<file path="src/rtl/ordena_serial_8_num_pkg.sv">
// Shared types and the compare-exchange rule for the serial odd-even transposition sorter.
package ordena_pkg;

    typedef enum logic [1:0] {
        LOAD  = 2'd0,
        SORT  = 2'd1,
        DRAIN = 2'd2
    } estado_t;

    localparam logic CRESCENTE   = 1'b1;
    localparam logic DECRESCENTE = 1'b0;

    // Widest value troca() handles; narrower operands are zero-extended, keeping the unsigned order.
    localparam int unsigned MAX_W = 32;

    typedef struct packed {
        logic [MAX_W-1:0] primeiro;
        logic [MAX_W-1:0] segundo;
    } par_t;

    function automatic par_t troca(input logic [MAX_W-1:0] a,
                                   input logic [MAX_W-1:0] b,
                                   input logic             dir);
        par_t r;
        logic trocar;
        trocar     = (dir == CRESCENTE) ? (a > b) : (a < b);
        r.primeiro = trocar ? b : a;
        r.segundo  = trocar ? a : b;
        return r;
    endfunction

endpackage

</file>
<file path="src/rtl/ordena_serial_8_num_if.sv">
// Load/drain handshake bundle of the serial sorter.
interface ordena_serial_8_num_if #(
    parameter int unsigned WIDTH = 8
);
    logic             in_valid;
    logic [WIDTH-1:0] in_data;
    logic             in_ready;
    logic             out_valid;
    logic [WIDTH-1:0] out_data;
    logic             out_ready;
    logic             out_last;

    modport slave (
        input  in_valid, in_data, out_ready,
        output in_ready, out_valid, out_data, out_last
    );

    modport master (
        output in_valid, in_data, out_ready,
        input  in_ready, out_valid, out_data, out_last
    );
endinterface

</file>
<file path="src/rtl/ordena_serial_8_num_par_reg.sv">
// One compare-exchange cell; when disabled both values pass through unchanged.
module ordena_par_reg
    import ordena_pkg::*;
#(
    parameter int unsigned WIDTH = 8
) (
    input  logic             en_i,
    input  logic             dir_i,
    input  logic [WIDTH-1:0] a_i,
    input  logic [WIDTH-1:0] b_i,
    output logic [WIDTH-1:0] lo_o,
    output logic [WIDTH-1:0] hi_o
);

    par_t par;

    assign par  = troca(MAX_W'(a_i), MAX_W'(b_i), dir_i);
    assign lo_o = en_i ? par.primeiro[WIDTH-1:0] : a_i;
    assign hi_o = en_i ? par.segundo[WIDTH-1:0]  : b_i;

    // Zero-extension padding is always zero after the exchange.
    if (WIDTH < MAX_W) begin : g_pad
        logic unused_pad;
        assign unused_pad = ^{par.primeiro[MAX_W-1:WIDTH], par.segundo[MAX_W-1:WIDTH]};
    end

endmodule

</file>
<file path="src/rtl/ordena_serial_8_num.sv">
// Serial frame sorter: load N values, N odd-even transposition passes in place, then drain.
module ordena_serial_8_num
    import ordena_pkg::*;
#(
    parameter int unsigned WIDTH = 8,
    parameter int unsigned N     = 8
) (
    input  logic                         clk,
    input  logic                         rst_n,
    input  logic                         ena,
    input  logic                         cresc_ou_decres,
    output logic                         ocupado,
    ordena_serial_8_num_if.slave         bus
);

    localparam int unsigned CW = $clog2(N);
    typedef logic [CW-1:0] idx_t;
    localparam idx_t ULTIMO = idx_t'(N - 1);

    estado_t          estado_q, estado_d;
    idx_t             carga_q,  carga_d;
    idx_t             passo_q,  passo_d;
    idx_t             saida_q,  saida_d;
    logic             dir_q,    dir_d;
    logic [WIDTH-1:0] mem_q [N];
    logic [WIDTH-1:0] mem_d [N];

    logic [N-2:0]     cel_en;
    logic [WIDTH-1:0] cel_lo [N-1];
    logic [WIDTH-1:0] cel_hi [N-1];
    logic             aceita;
    logic             entrega;

    assign bus.in_ready  = rst_n && ena && (estado_q == LOAD);
    assign bus.out_valid = ena && (estado_q == DRAIN);
    assign bus.out_data  = bus.out_valid ? mem_q[saida_q] : '0;
    assign bus.out_last  = bus.out_valid && (saida_q == ULTIMO);
    assign ocupado       = (estado_q == SORT) || (estado_q == DRAIN);

    assign aceita  = bus.in_valid && bus.in_ready;
    assign entrega = bus.out_valid && bus.out_ready;

    // Cell i owns pair (i, i+1); even passes enable even cells, odd passes odd cells.
    for (genvar i = 0; i < N - 1; i++) begin : g_cel
        assign cel_en[i] = (estado_q == SORT) && (passo_q[0] == 1'(i % 2));

        ordena_par_reg #(.WIDTH(WIDTH)) u_cel (
            .en_i  (cel_en[i]),
            .dir_i (dir_q),
            .a_i   (mem_q[i]),
            .b_i   (mem_q[i+1]),
            .lo_o  (cel_lo[i]),
            .hi_o  (cel_hi[i])
        );
    end

    always_comb begin
        estado_d = estado_q;
        carga_d  = carga_q;
        passo_d  = passo_q;
        saida_d  = saida_q;
        dir_d    = dir_q;
        mem_d    = mem_q;

        if (!ena) begin
            estado_d = LOAD;
            carga_d  = '0;
            passo_d  = '0;
            saida_d  = '0;
        end else begin
            case (estado_q)
                LOAD: begin
                    if (aceita) begin
                        mem_d[carga_q] = bus.in_data;
                        if (carga_q == '0) dir_d = cresc_ou_decres;
                        if (carga_q == ULTIMO) begin
                            carga_d  = '0;
                            estado_d = SORT;
                        end else begin
                            carga_d = carga_q + 1'b1;
                        end
                    end
                end
                SORT: begin
                    for (int j = 0; j < N - 1; j++) begin
                        if (cel_en[j]) begin
                            mem_d[j]   = cel_lo[j];
                            mem_d[j+1] = cel_hi[j];
                        end
                    end
                    if (passo_q == ULTIMO) begin
                        passo_d  = '0;
                        estado_d = DRAIN;
                    end else begin
                        passo_d = passo_q + 1'b1;
                    end
                end
                DRAIN: begin
                    if (entrega) begin
                        if (saida_q == ULTIMO) begin
                            saida_d  = '0;
                            estado_d = LOAD;
                        end else begin
                            saida_d = saida_q + 1'b1;
                        end
                    end
                end
                default: estado_d = LOAD;
            endcase
        end
    end

    always_ff @(posedge clk or negedge rst_n) begin
        if (!rst_n) begin
            estado_q <= LOAD;
            carga_q  <= '0;
            passo_q  <= '0;
            saida_q  <= '0;
            dir_q    <= CRESCENTE;
            for (int j = 0; j < N; j++) mem_q[j] <= '0;
        end else begin
            estado_q <= estado_d;
            carga_q  <= carga_d;
            passo_q  <= passo_d;
            saida_q  <= saida_d;
            dir_q    <= dir_d;
            mem_q    <= mem_d;
        end
    end

endmodule

</file>
<file path="src/flat_wrapper.sv">
// flat-port wrapper written by rule: the top's interface ports become plain ports
module ordena_serial_8_num_flat import ordena_pkg::*;
#(
    parameter int unsigned WIDTH = 8,
    parameter int unsigned N     = 8
)
  (clk, rst_n, ena, cresc_ou_decres, ocupado, bus_in_valid, bus_in_data, bus_out_ready, bus_in_ready, bus_out_valid, bus_out_data, bus_out_last);
  ordena_serial_8_num_if #(.WIDTH(WIDTH)) bus_i ();
  input  logic clk;
  input  logic rst_n;
  input  logic ena;
  input  logic cresc_ou_decres;
  output logic ocupado;
  input wire logic [$bits(bus_i.in_valid)-1:0] bus_in_valid;
  input wire logic [$bits(bus_i.in_data)-1:0] bus_in_data;
  input wire logic [$bits(bus_i.out_ready)-1:0] bus_out_ready;
  output wire logic [$bits(bus_i.in_ready)-1:0] bus_in_ready;
  output wire logic [$bits(bus_i.out_valid)-1:0] bus_out_valid;
  output wire logic [$bits(bus_i.out_data)-1:0] bus_out_data;
  output wire logic [$bits(bus_i.out_last)-1:0] bus_out_last;
  assign bus_i.in_valid = bus_in_valid;
  assign bus_i.in_data = bus_in_data;
  assign bus_i.out_ready = bus_out_ready;
  assign bus_in_ready = bus_i.in_ready;
  assign bus_out_valid = bus_i.out_valid;
  assign bus_out_data = bus_i.out_data;
  assign bus_out_last = bus_i.out_last;
  ordena_serial_8_num #(.WIDTH(WIDTH), .N(N)) u_core (.clk(clk), .rst_n(rst_n), .ena(ena), .cresc_ou_decres(cresc_ou_decres), .ocupado(ocupado), .bus(bus_i));
endmodule
</file>
<file path="config.mk">
export PLATFORM = sky130hd
export DESIGN_NAME = ordena_serial_8_num_flat
export DESIGN_NICKNAME = d
export VERILOG_FILES = /design/src/rtl/ordena_serial_8_num_pkg.sv /design/src/rtl/ordena_serial_8_num_if.sv /design/src/rtl/ordena_serial_8_num_par_reg.sv /design/src/rtl/ordena_serial_8_num.sv /design/src/flat_wrapper.sv
export SDC_FILE = /design/constraint.sdc
export NUM_CORES = 1
export LEC_CHECK = 0
export CAP_MARGIN = 0
export CORE_MARGIN = 10
export CORE_UTILIZATION = 50
export CTS_CLUSTER_DIAMETER = 200
export DETAILED_ROUTE_END_ITERATION = 10
export DONT_BUFFER_PORTS = 1
export GPL_TIMING_DRIVEN = 0
export PLACE_DENSITY = 0.68
export SYNTH_ARGS = -nofsm -noshare
export SYNTH_HDL_FRONTEND = slang
export SYNTH_HIERARCHICAL = 1
export SYNTH_SLANG_ARGS = --single-unit
</file>
<file path="constraint.sdc">
create_clock -name clk -period 3.22 [get_ports clk]
set_input_delay 0.322 -clock clk [delete_from_list [all_inputs] [get_ports clk]]
set_output_delay 0.322 -clock clk [all_outputs]
set_load 0.01 [all_outputs]
</file>
==> run summary, run 1 <==
Dividing the detail-routed wire length by the instance count gives 27.06 um. After global routing the overflow that remains totals 0. The simple logic cell fraction of the synthesized area came out at 0.1462.

The number of nets handed over by synthesis was 956. For the latest clock arrival within the worst-skew pair, the log shows 360 ps. The logs give 0.110 for the power share of the clock group and 76 for the TritonCTS sink count. Among all stages on the critical path, the largest delay is contributed by dfrtp_1.

The logs give 7970 for the routed via count and 3 for the count of H-tree levels built during CTS. The path type of the worst min-delay path is in2reg. Period utilization: 0.9820. The floorplan step set the die height to 153.2 um.

The number of iterations in the first detailed-routing pass is 5. Power spread over the standard cell area amounts to 880.2 nW/um^2. The required time of the critical path came out at 3390 ps. The combinational share of power is 0.655. The analysis attributes to cell leakage a power of 3.905 nW. At the pin with the least slew margin, the transition time is 1156 ps. The tools report the internal power summed over all cells as 4.541 mW.

Worst slew margin relative to its limit: 0.2265. 26 I/O pins were placed. During placement, the flow inserted port buffers numbering 0. The combined global-route utilization of all metal layers is 0.2505.

The number of synthesized flops with an enable pin is 0, and the setup TNS after final layout is 0 ps. Before CTS, the worst setup slack after placement is -676.3 ps. The overall power was 8.622 mW; the horizontal die dimension was 153.2 um. For this block, the routed nets add up to 30.66 mm of wire. The count of antenna diodes in the layout was 0.

On the worst path, the slowest cell contributes a delay of 590 ps. TritonCTS built the clock tree. Using the TritonRoute via totals, the vias-per-cell ratio works out to 7.034. The run gives 0 as the number of setup violations in the final report.

The clock period could shrink to 3162 ps. For the number of nets in the layout, the log shows 985. The portion of the post-synthesis area used by sequential elements came out at 0.2144. The post-synthesis compound-gate area fraction is 0.2364, and the starting density of the core is 0.5114. The die covers 23480 um^2.

Across the VDD grid, the largest voltage drop is 416.7 uV. Number of hold violations in the final report: 0. The area of the mapped netlist is 8876 um^2. The critical path is of the reg2reg type. Leaving out fill and tap cells, the most frequent cell in the layout is mux2_4. The peak clock frequency supported by timing was 316.3 MHz. The number of rows created at floorplan was 48; the maximum number of buffers from clock root to sink was 2. The area growth from synthesis to layout was 10.36%. The share of total power consumed by net switching came out at 0.4733. CTS placed an instance of clkbuf_16 at the clock tree root. The share of synthesized area spent on multiplexers was 0.2306; the number of antenna violations at the first check in global routing was 2. The final cell count without fillers is 1133, and the max-cap violation count is 0. STA classifies the critical path endpoint as a register. For this design the total switching power over the nets is 4.081 mW.

The worst clock skew is 10.15 ps, and the via count of the first global-routing pass is 7425. The detail route stage leaves a number of antenna-violating nets equal to 0. The final weighted congestion of routability-driven global placement was 0.9501. In the routed design, unresolved DRC markers number 0. Kind of start point of the critical path: a register.

The tools report the area of the core as 17360 um^2. The tools report the part of the total power dissipated in sequential elements as 0.235. Clock-pin slew was measured on the worst setup and hold paths at 60 ps.

The run finished with clean final reports. The average instance in the mapped netlist occupies 10.14 um^2. The first global-routing pass estimated 46.59 mm of wire. For the final count of pins violating max slew, the log shows 0. In this run, CTS created clock tree buffers numbering 9. For this block, the initial DRC count from the detailed router was 972.

Traced cell by cell, the critical path runs through ha_1, a21oi_1, o21ai_1, or3b_4, o211ai_4, buf_12, mux2_4, a2111oi_1, a311oi_1. For this run, the leading register cell type out of synthesis is dfrtp_1. Synthesis handed over a netlist of 875 instances. Entering global routing, the biggest net connects 77 pins.

The synthesized-area fraction occupied by xor and xnor cells was 0; the cell total after placement was 1100. The share of async-settable or async-resettable flops after synthesis is 1.000, and the synthesis-stage register bit count is 76. The Yosys step of the flow raised 6 warnings. The fraction of layout instances using a drive strength above 1 works out to 0.3458.

The worst path meets setup with 57.99 ps of slack. By area, the combinational part of the netlist is dominated by compound AO/OA/AOI/OAI gates. Yosys mapped the design onto 56 distinct sky130hd cell types.

Of all nets on the critical path, the largest fanout is 10. The arithmetic-cell share of the synthesized area counting full adders, half adders and majority gates is 0.09445, and the fraction of the core area covered by cells at the end of the flow is 0.5644. Detailed placement ended at an HPWL of 20.51 mm.

Leaving out fill and tap cells, the most frequent cells in the layout are mux2_4, inv_1, ha_1. At the worst endpoint, the arrival time is 3340 ps.
## registers in the layout, summed over array words and instances (netlist names)
name / count
u_core/saida_q: 3
u_core/passo_q: 3
u_core/dir_q: 1
u_core/carga_q: 3
u_core/mem_q: 64
u_core/estado_q: 2
## final timing paths
kind / start / end / slack, ps / cells after the start
min in group asynchronous: rst_n / u_core/mem_q[42] / 570 / 2
hold / removal: cresc_ou_decres / u_core/dir_q / 120 / 1
setup reg to reg: u_core/mem_q[53] / u_core/mem_q[52] / 60 / 9
setup / recovery: u_core/mem_q[53] / u_core/mem_q[52] / 60 / 9
max in group asynchronous: rst_n / u_core/dir_q / 2300 / 2
hold reg to reg: u_core/passo_q[2] / u_core/passo_q[2] / 570 / 2
## worst max-delay path: cells and delay by family (launching register included)
| family | cells | cell delay, ps |
|---|---|---|
| simple gates | 1 | 410 |
| fa+ha+maj | 1 | 320 |
| mux | 1 | 300 |
| flops | 1 | 590 |
| buf+inv | 1 | 200 |
| compound gates | 5 | 1150 |
## kinds of logic after synthesis
| family | count (synthesis) |
|---|---|
| muxes | 144 |
| and+or+nand+nor | 204 |
| DFF | 76 |
| adders and majority gates | 67 |
| buffers and inverters | 144 |
| AOI/OAI and AO/OA | 240 |
## power groups by stage
stage	sequential (mW)	combinational, mW	clock, mW
finish	2.02	5.65	0.947
global route	2.04	6.08	1.00
CTS	1.97	5.44	0.965
detailed placement	1.99	5.00	0
global placement	1.98	4.93	0
floorplan	1.61	4.07	0
## timing repair
| item | 4_1_cts | 5_1_grt |
|---|---|---|
| setup buffers | 11 | 3 |
| pin swaps | 4 | 2 |
| gates resized for setup | 34 | 35 |
| cloned | 3 | 0 |
| setup endpoints to repair | 64 | 53 |
| hold buffers | 2 | 0 |
| endpoints found under the hold margin | 76 | 0 |
## metal layers
layer  part of all wire  GRT usage  up-vias  wire length, um
met2               0.43     0.3769      458            13160
met4              0.057     0.1312        4             1759
met3              0.095    0.06706      132             2910
met1               0.42     0.3206     3865            12800
li1                   -          -     3511                -
met5            0.00088          0        -               27
## per-stage QoR
| stage | hold WS (ps) | cell area (um^2) |
|---|---|---|
| 2_1_floorplan | 26.41 | 8877 |
| 3_3_place_gp | 33.95 | 9159 |
| 3_5_place_dp | 33.80 | 9159 |
| 4_1_cts | 109.1 | 9706 |
| 5_1_grt | 115.1 | 9796 |
| 6_report | 116.5 | 9796 |
## synthesized netlist by cell type, drive strengths merged (14+ instances only)
| cell type | count | area share |
|---|---|---|
| a21oi | 28 | 0.019 |
| nand2 | 25 | 0.011 |
| a2111oi | 48 | 0.049 |
| or2 | 49 | 0.035 |
| dfrtp | 75 | 0.21 |
| mux2i | 14 | 0.016 |
| nand4 | 14 | 0.0099 |
| clkbuf | 40 | 0.017 |
| inv | 69 | 0.029 |
| ha | 67 | 0.094 |
| o32ai | 48 | 0.047 |
| o211ai | 14 | 0.023 |
| buf | 34 | 0.031 |
| nor2b | 60 | 0.042 |
| a311oi | 48 | 0.047 |
| mux4 | 16 | 0.041 |
| mux2 | 114 | 0.17 |
## cell type report
type / instances / area (um^2)
fillers: 1510 / 7561
repair buffers: 19 / 215.2
clock buffers: 10 / 229.0
multi-input cells: 655 / 6411
plain buffers: 73 / 446.7
inverters: 70 / 262.8
well taps: 225 / 281.5
clock inverters: 5 / 30.03
flip-flops and latches: 76 / 1919
Note: power is estimated with default switching activity, not from simulation.
==> run 2: changes to the inputs <==
Settings changed: CORE_UTILIZATION 50 to 30, PLACE_DENSITY 0.68 to unset.
==> run 2 against run 1 <==
Worst setup slack lost 10 ps. Non-clock buffer count shrank 1. First-iteration DRC count fell by 6.5%. Critical endpoint is now u_core/mem_q[43]. Largest cell class unchanged. Largest power group unchanged.
==> run summary, run 2 (synthesized netlist as in run 1, its figures left out) <==
The tools report the setup TNS after final layout as 0 ps. Routability-driven placement finished with a final weighted congestion of 0.9123. The flow ran to the end, and the final reports show no timing, DRC or antenna violations. Fraction of layout instances using a drive strength above 1: 0.3425.

The routed layout has 7850 vias. Standard cell with the maximum stage delay on the critical path: dfrtp_1. Cell depth of the worst hold path: 1. The number of hold violations in the final report was 0.

Leaving out fill and tap cells, the most frequent cell in the layout is mux2_4. The layout has 2875 filler cells. Once placement completed, the tool counted placed cells totaling 1259. The worst slew margin relative to its limit was 0.2080; the global-route wire length before repair was 48.37 mm.

The starting density of the core came out at 0.3068. The number of rows created at floorplan is 62, and the number of nets in the layout is 984. The endpoint identified for the worst register-to-register timing path is u_core/mem_q[43]. Measured along the y axis, the die boundary spans 192.0 um. The family with the most delay on the worst path is compound AO/OA/AOI/OAI gates. The fraction of the core area covered by cells at the end of the flow is 0.3465. The first detailed-routing pass ran for 5 iterations.

The path type of the worst setup path was reg2reg. Register with the highest flop count: u_core/mem_q. The wire length reported by the detailed router came out at 31.39 mm. The worst register-to-register path has a depth of 10. The combined global-route utilization of all metal layers was 0.1687. The total area inside the core boundary comes to 28940 um^2. Buffers plus inverters on the worst setup path: 2.

Summing all placed instances gives a cell area of 9358 um^2. The run gives 0 as the final count of pins violating max slew. The detailed placement HPWL is 21.69 mm.

The worst register-to-register path has a setup slack of 50 ps. The count of antenna diodes in the layout was 0. Static timing analysis puts the maximum clock frequency at 315.3 MHz.

In the routed layout, each cell is associated on average with a via count of 6.076. In the layout the commonest cells are mux2_4, dfrtp_1, inv_1. The longest individual stage delay on the worst path was 570 ps; the cell area power density was 865.4 nW/um^2. Via count of the first global-routing pass: 7673. After global routing the overflow that remains totals 0.

The average detailed-routed wire length per instance is 24.30 um, and the minimum setup slack after placement is -595.8 ps. The path type of the worst min-delay path is in2reg. Data on the critical path arrives at its endpoint at 3360 ps. The launch instance of the worst register-to-register path is u_core/mem_q[45].

The root buffer cell chosen for the clock tree is clkbuf_16. For the pin with the worst max-slew slack, the measured transition is 1184 ps. The floorplan step set the die width to 192.0 um.

After clock tree synthesis, the clock-pin slew on the worst setup and hold paths is 70 ps. For the maximum vdd drop, the log shows 377.8 uV. The post-route standard cell area excluding fillers is 10030 um^2. The floorplan step defined a die boundary enclosing 36870 um^2. The origin of the worst min-delay path is cresc_ou_decres.

Summed over all cells, the static leakage comes to 3.931 nW. For the number of antenna violations at the first check in global routing, the log shows 0. The clock arrives with 10.48 ps of skew. The count of buffers added on input and output ports is 0. The run gives 3 as the count of H-tree levels built during CTS.

For the worst-skew pair, the clock arrives at the later sink with an insertion delay of 350 ps. The number of setup violations in the final report is 0, and the max-cap violation count is 0. After detailed routing, the number of remaining DRC violations is 0.

The number of flip-flops under the largest register name is 64, and the post-route minimum period is 3172 ps. Traced cell by cell, the critical path runs through inv_1, ha_1, a21oi_1, o21ai_1, or3b_4, o211ai_4, buf_12, mux2_4, a2111oi_1, a311oi_1. STA puts the critical path data required time at 3410 ps. Once detail routing completed, the nets flagged for antenna violations numbered 0. The kind of start point of the critical path was a register. TritonCTS built the clock tree. Across the whole layout, storage elements account for 1911 um^2. STA classifies the critical path endpoint as a register. The critical-path maximum fanout is 10. The period utilization works out to 0.9851.

In this run the count of I/O pins placed on the die edge is 26. The area used by multi-input combinational logic was 6427 um^2; the largest net degree at the start of global routing was 77. Counting along the longest clock path gives a buffer depth of 2. Overall power: 8.677 mW. The worst setup margin came out at 47.98 ps.

For this design, the sink count on the clock tree is 76. The critical path crosses 10 cells after its start point. The area growth from synthesis to layout is 12.97%. The TritonCTS buffer count was 9; the final cell count without fillers was 1292.

The run gives 120.9 ps as the worst hold margin. The worst hold path terminates at u_core/dir_q. The tools report the detailed router's first-iteration violation count as 909.
## run 2: cell count changes in the layout (fill, tap and decap cells not counted), sizes merged
| cell | before | now |
|---|---|---|
| clkinv | 4 | 3 |
| clkbuf | 50 | 53 |
| bufinv | 0 | 1 |
| clkinvlp | 2 | 1 |
| bufbuf | 1 | 0 |
| buf | 50 | 49 |
## run 2: worst register-to-register path, stage by stage (launching register included)
cell and delay [ps]:
dfrtp_1 570, inv_1 90, ha_1 300, a21oi_1 140, o21ai_1 110, or3b_4 420
o211ai_4 280, buf_12 190, mux2_4 310, a2111oi_1 500, a311oi_1 100
## run 2: how the worst max path moves through the flow
stage / to / startpoint / slack (ps)
6_report: u_core/mem_q[43] / u_core/mem_q[45] / 50
5_1_grt: u_core/mem_q[11] / u_core/estado_q[1] / -30
4_1_cts: u_core/mem_q[42] / u_core/estado_q[1] / 3
3_5_place_dp: u_core/mem_q[16] / u_core/estado_q[1] / -600
3_3_place_gp: u_core/mem_q[44] / u_core/estado_q[1] / -570
2_1_floorplan: u_core/mem_q[60] / u_core/estado_q[1] / 70
## run 2: routing by layer
layer | GRT usage | routed length, um | part of all wire
met1 | 0.2239 | 13370 | 0.43
met3 | 0.02648 | 2532 | 0.081
met2 | 0.2641 | 14160 | 0.45
met5 | 0 | 0 | 0
met4 | 0.07633 | 1330 | 0.042
## run 2: cell type report
| type | count | share of cell area |
|---|---|---|
| Sequential cell | 76 | 0.1905 |
| Inverter | 70 | 0.02620 |
| Buffer | 74 | 0.04530 |
| Clock inverter | 4 | 0.004742 |
| Timing Repair Buffer | 17 | 0.01872 |
| Clock buffer | 12 | 0.02558 |
| Multi-Input combinational cell | 655 | 0.6410 |
| Tap cell | 384 | 0.04792 |
## run 2: power breakdown
part,total [mW],switching (mW),internal (mW)
Clock,1.08,0.440,0.641
Combinational,5.60,2.89,2.71
Sequential,2.00,0.767,1.23
## run 2: timing repair
action	4_1_cts	5_1_grt
hold buffers	2	0
endpoints found under the hold margin	76	0
gates resized for setup	40	24
endpoints found under the setup margin	64	56
pin swaps	5	3
cloned	1	0
setup buffers	9	5
==> run 3: changes to the inputs <==
Settings changed: CORE_UTILIZATION 30 to 60, PLACE_DENSITY set to 0.79, TNS_END_PERCENT set to 30.
==> run 3 against run 2 <==
The run now ends with negative setup slack left. Sequential share of layout area is 0.66 points higher. Cell count decreased by 15%. Via count is 3.7% higher. Flip-flop and latch count unchanged. First-iteration DRC count rose by 39%. Die area shrank 46%. Worst setup slack got worse by 72 ps. Wire length down 5.2%. Largest cell class unchanged. Largest power group unchanged. Highest routed layer unchanged.
==> run summary, run 3 (synthesized netlist as in run 1, its figures left out) <==
TritonCTS built the clock tree. Path type of the worst setup path: reg2reg. The worst path needs 3244 ps of the cycle, external delays included.

The worst setup path is launched from a register. The worst setup path is captured at a register. In the final routing, the length of wire on met1 measures 11.47 mm.

In this run the power density over the cells is 890.6 nW/um^2. For the worst setup path, the data arrival time is 3440 ps. For the worst flop-to-flop path, the logic depth is 10. The cell sitting at the root of the clock tree is a clkbuf_16.

Data on the critical path is required at its endpoint by 3410 ps. The run finished, with violations left. Detailed routing placed a total of 3.454 mm of wire on met3.

OpenSTA, run right after detailed placement, puts the worst setup slack at -698.6 ps. Summed over all failing endpoints, the final setup total negative slack is -23.80 ps. The via count of the first global-routing pass came out at 7802. The register with the highest flop count is u_core/mem_q. The tools report the worst slew margin relative to its limit as 0.2309. The detailed router used layers up to and including met4. The wire length reported by the detailed router was 29.76 mm. The fraction of the core area covered by cells at the end of the flow was 0.6725; the horizontal die dimension was 141.6 um. Clock-pin slew was measured on the worst setup and hold paths at 60 ps. The core region is 14530 um^2.

The logs give 0 for the number of hold violations in the final report and 0 for the max-cap violation count. The number of setup violations in the final report is 1, and the number of nets in the layout is 989. The area enclosed by the die boundary was 20060 um^2. Leaving out fill and tap cells, the most frequent cell in the layout is mux2_4. The period utilization works out to 1.007.

Setup repair after global routing could not meet its margin everywhere. The number of antenna violations at the first check in global routing is 1, and the cell total after placement is 1059. The final cell count without fillers is 1097. After detailed routing, the number of remaining DRC violations is 0.

The latest clock arrival within the worst-skew pair is 360 ps, and the cell depth of the worst hold path is 1. For the final database, setup skew stands at 8.627 ps. The analysis attributes to cell leakage a power of 3.932 nW. On the final layout, the worst hold slack is 123.0 ps. Detailed placement HPWL: 19.71 mm. The run gives 76 as the TritonCTS sink count. At the pin with the least slew margin, the transition time is 1149 ps. The routed via count is 8144. The number of iterations in the first detailed-routing pass was 6; the count of buffers from port buffering was 0.

For the maximum number of buffers from clock root to sink, the log shows 2. 26 I/O pins were placed. The top cell types in the final layout, fill and taps aside, are mux2_4, inv_1, ha_1. The fraction of layout instances using a drive strength above 1 was 0.3505. The worst setup margin was -23.80 ps. The tools report the maximum vdd drop as 476.4 uV. The count of antenna diodes in the layout came out at 0. Routability-driven placement finished with a final weighted congestion of 0.9810. The final count of pins violating max slew is 0, and the number of flip-flops under the largest register name is 64. The first global-routing pass estimated 45.97 mm of wire. From synthesis to final layout, the design area changed by 10.12%. After the first detailed-routing iteration, the DRC count stood at 1260. The y dimension of the die is 141.6 um.

The average detailed-routed wire length per instance is 27.12 um. The clock tree synthesis step divided the H-tree into 3 levels. The logs give 12.62 mm for the detailed-routed wire length on met2 and 0 for the global-route congestion overflow total.

The run gives 0.2920 as the combined global-route utilization of all metal layers. The checks that failed: negative setup slack. Derived from the worst setup path, the maximum achievable clock frequency is 308.3 MHz.

The TritonCTS buffer count was 9. In this run the worst path has a maximum fanout of 11. After floorplanning, the core was divided into 44 placement rows. In this run the worst hold path is classified as in2reg. The starting density of the core came out at 0.6107. Using the TritonRoute via totals, the vias-per-cell ratio works out to 7.424. Entering global routing, the biggest net connects 77 pins.

In this run the remaining antenna-violating nets after routing total 0.
run 3: layer usage:
layer  vias up  GRT usage
met3       171    0.06943
met5         -          0
met1      3874     0.3771
li1       3505          -
met2       594     0.4212
met4         0     0.2006
run 3: critical path: stages, from the launching register on:
cell	delay [ps]
dfrtp_2	500
clkbuf_4	260
nor2b_4	170
clkbuf_8	230
or3b_4	400
o211ai_4	300
buf_12	200
mux2_4	300
nor2b_1	130
a2111oi_1	490
a311oi_1	90
run 3: through the flow:
step | area, um^2 | power [mW]
5_1_grt | 9774 | 9.176
2_1_floorplan | 8877 | 5.680
3_3_place_gp | 9107 | 6.829
4_1_cts | 9579 | 8.328
6_report | 9774 | 8.705
3_5_place_dp | 9107 | 6.966
run 3: path summary, 6_finish.rpt:
path	startpoint	end	slack [ps]
setup / recovery	u_core/passo_q[0]	u_core/mem_q[34]	-20
hold / removal	cresc_ou_decres	u_core/dir_q	120
setup reg to reg	u_core/passo_q[0]	u_core/mem_q[34]	-20
hold reg to reg	u_core/passo_q[2]	u_core/passo_q[2]	570
max in group asynchronous	rst_n	u_core/mem_q[53]	2280
min in group asynchronous	rst_n	u_core/mem_q[35]	540
run 3: where the power goes:
part,switching [mW],internal [mW],total [mW]
sequential,0.772,1.24,2.01
combinational,2.83,2.70,5.53
clock,0.440,0.724,1.16
total,4.04,4.66,8.71
run 3: what timing repair did:
action / in CTS / in global routing
setup endpoints to repair: 64 / 52
pin swaps: 2 / 6
hold buffers: 2 / 0
cloned: 1 / 0
endpoints found under the hold margin: 76 / 0
resized for setup: 22 / 37
buffers inserted: 6 / 14
run 3: final cells by class:
class                   count  area [um^2]
multi-input cells         655         6380
fillers                  1117         4760
flip-flops and latches     76         1927
plain buffers              73        437.9
inverters                  70        262.8
clock buffers              13        260.3
well taps                 184        230.2
repair buffers             23        207.7
clock inverters             3        68.82
==> patch: new RTL, flow settings as in run 3 <==
`WIDTH` is set to 8 in 4 places; all go to 6.
--- a/src/rtl/ordena_serial_8_num_if.sv
+++ b/src/rtl/ordena_serial_8_num_if.sv
@@ -1,6 +1,6 @@
 // Load/drain handshake bundle of the serial sorter.
 interface ordena_serial_8_num_if #(
-    parameter int unsigned WIDTH = 8
+    parameter int unsigned WIDTH = 6
 );
     logic             in_valid;
     logic [WIDTH-1:0] in_data;
--- a/src/rtl/ordena_serial_8_num_par_reg.sv
+++ b/src/rtl/ordena_serial_8_num_par_reg.sv
@@ -2,7 +2,7 @@
 module ordena_par_reg
     import ordena_pkg::*;
 #(
-    parameter int unsigned WIDTH = 8
+    parameter int unsigned WIDTH = 6
 ) (
     input  logic             en_i,
     input  logic             dir_i,
--- a/src/rtl/ordena_serial_8_num.sv
+++ b/src/rtl/ordena_serial_8_num.sv
@@ -2,7 +2,7 @@
 module ordena_serial_8_num
     import ordena_pkg::*;
 #(
-    parameter int unsigned WIDTH = 8,
+    parameter int unsigned WIDTH = 6,
     parameter int unsigned N     = 8
 ) (
     input  logic                         clk,
--- a/src/flat_wrapper.sv
+++ b/src/flat_wrapper.sv
@@ -1,7 +1,7 @@
 // flat-port wrapper written by rule: the top's interface ports become plain ports
 module ordena_serial_8_num_flat import ordena_pkg::*;
 #(
-    parameter int unsigned WIDTH = 8,
+    parameter int unsigned WIDTH = 6,
     parameter int unsigned N     = 8
 )
   (clk, rst_n, ena, cresc_ou_decres, ocupado, bus_in_valid, bus_in_data, bus_out_ready, bus_in_ready, bus_out_valid, bus_out_data, bus_out_last);
Ports: changed (resized bus_in_data and bus_out_data); port bits go from 26 to 22. No check against the original RTL was run, so the function may have changed too.
==> patch against run 3 <==
Fmax rose by 4.7%; non-clock buffer count fell by 37; worst setup slack improved by 0.15 ns; total power fell by 9.1%; critical path depth rose by 1; sequential cell count fell by 16; cell count fell by 22%; combinational power fell by 4.0%; synthesized area fell by 24%; via count fell by 22%; count of clock-buffer cells in the layout fell by 2; routed wire length fell by 27%; design area fell by 24%; largest power group unchanged.
==> patch: results (changes against run 3) <==
Power and ir drop
  – Worst VDD drop: 751 uV (+58%)
  – P_leak: 3.15 nW (-20%)

Outcome
  – Outcome: finished clean

GRT
  – First-pass GRT wire length: 34,400 um (-25%)
  – Met2 GRT Util: 42.3% (+0.14 points)
  – Grt met3 use: 6.08% (-0.86 points)
  – Total GRT Usage: 26.7% (-2.5 points)
  – Vias in the first global route: 6,324 (-19%)
  – Initial antenna violation count: 0 (-1)
  – Largest net degree at the start of global routing: 61 (-21%)
  – Met1 Resource Use GR: 32.9% (-4.8 points)

Worst hold path
  – Worst Hold Class: input pin to register
  – Worst hold path cell count: 1 (unchanged)

Logic synthesis
  – Synth unique cells: 53 (-5.4%)
  – Yosys warns: 6 (unchanged)
  – Proportion of synthesized area in mux cells: 19.9% (-3.2 points)
  – Post-synth top cells: mux2_2 (78), dfrtp_1 (59), ha_1 (53)
  – Synthesized instance count: 698 (-20%)
  – Synth Area in Adders: 9.80% (+0.36 points)
  – Dominant cells by area after synthesis: dfrtp_1 (22%), mux2_2 (13%), ha_1 (9.8%), o32ai_1 (4.7%), a2111oi_0 (4.5%)
  – Post-synth net total: 763 (-20%)
  – Register area share after synthesis: 22.2% (+0.78 points)
  – Async S/R FF share, synth: 100% (unchanged)
  – Post-synthesis xor/xnor area fraction: 0% (unchanged)
  – Synth Area in Compound Gates: 23.3% (-0.39 points)

Clock tree
  – Clock transition at path regs: 0.06 ns (about the same)
  – CTS root buf: clkbuf_16
  – Clock buffer depth: 2 (unchanged)
  – Clk_lat worst skew: 0.34 ns (-0.02 ns)
  – H-tree depth: 3 (unchanged)
  – TritonCTS Buffers: 9 (unchanged)
  – Post-CTS Setup Bufs: 0 (-6)

Route
  – Routed WL: 21,900 um (-27%)
  – Detailed-route DRC error count: 0 (unchanged)
  – DR pass1 iterations: 7 (+1)
  – Vias: 6,374 (-22%)
  – DR iter-0 viols: 876 (-30%)
  – Wirelength per Cell: 25.5 um (-5.8%)

Placed design
  – Buffers on Ports: 0 (unchanged)
  – Dpl cells: 838 (-21%)
  – Dpl cell area: 0.00694 mm2 (-24%)
  – Final RePlAce weighted congestion: 0.974 (-0.68%)
  – DP HPWL: 15,200 um (-23%)

Critical path
  – CP Max Fanout: 10 (-1)
  – CP arrival: 3.28 ns (-0.16 ns)
  – FF-to-FF path depth: 11 (+1)

Finish
  – # diodes: 0 (unchanged)
  – Largest Register: u_core/mem_q
  – Fillers: 871 (-22%)
  – Layout cell share with drive strength beyond 1: 32.7% (-2.4 points)
  – Largest register FFs: 48 (-25%)
  – Final #Nets: 776 (-22%)

STA
  – Setup Skew: 0.00736 ns (-0.00127 ns)
  – Slew margin rel.: 35.8% (+13 points)
==> patch: changes by cell type in the layout (fill, tap and decap cells not counted), sizes merged, moves of 13 or more <==
cell           run 3  this run
a21oi             28        15
clkbuf            54        25
dfrtp             75        59
ha                67        53
inv               69        47
mux2             114        92
nor2b             60        46
o211ai            14         0
o31ai              0        14
or2               49        36
==> patch: area by class of cell <==
cell class	count	area share (%)
multi-input combinational	533	65.2
sequential	60	20.4
buffer	57	4.54
clock inverter	5	1.13
tap	140	2.37
inverter	48	2.43
clock buffer	11	3.41
timing repair buffer	2	0.507
==> patch: path summary, 6_finish.rpt <==
check                                              start                            end  slack (ns)
max                         u_core/mem_q[15]$_DFFE_PN0P_   u_core/mem_q[14]$_DFFE_PN0P_        0.12
min                                      cresc_ou_decres       u_core/dir_q$_DFFE_PN1P_        0.14
max reg2reg                 u_core/mem_q[15]$_DFFE_PN0P_   u_core/mem_q[14]$_DFFE_PN0P_        0.12
min reg2reg                u_core/saida_q[2]$_DFFE_PN0P_  u_core/saida_q[2]$_DFFE_PN0P_        0.57
max in group asynchronous                          rst_n       u_core/dir_q$_DFFE_PN1P_        2.37
min in group asynchronous                          rst_n   u_core/mem_q[19]$_DFFE_PN0P_        0.53
==> patch: cell families after synthesis <==
kind of cell / count (synthesis)
buffers and inverters: 105
and+or+nand+nor: 194
AOI/OAI and AO/OA: 178
muxes: 108
DFF: 60
adders and majority gates: 53
==> patch: report_power, final <==
group,internal (mW),total [mW],switching (mW)
combinational,2.52,5.31,2.79
clock,0.721,1.09,0.372
sequential,0.969,1.52,0.547
==> patch: layer usage <==
metal,up-vias,part of all wire (%)
li1,2750,-
met1,3053,38
met2,471,46
met3,100,12
met4,0,4.1
met5,-,0
==> patch: what timing repair did <==
item                       CTS  global route
pin swaps                    0             0
gates resized for setup      3            30
hold endpoints to repair    60             0
hold buffers                 2             0
setup endpoints to repair   47            34
==> patch: critical path, stage by stage, from the launching register on <==
cell and delay [ns]:
dfrtp_1 0.51, inv_1 0.09, ha_1 0.31, a21oi_1 0.21
o21ai_2 0.10, and3_4 0.19, o31ai_4 0.31, buf_6 0.20
mux2_2 0.33, nor2b_1 0.13, a2111oi_0 0.45, a311oi_1 0.09
==> patch: stage by stage <==
stage               utilization [%]  setup WS [ns]  power, mW  hold slack [ns]
floorplan                         -          0.333       5.28           0.0264
global placement               63.5         -0.190       6.17           0.0302
detailed placement             63.5         -0.345       6.40           0.0301
CTS                            67.0         0.0327       7.60            0.132
global route                   67.7        0.00139       8.34            0.131
finish                         67.7          0.121       7.92            0.135
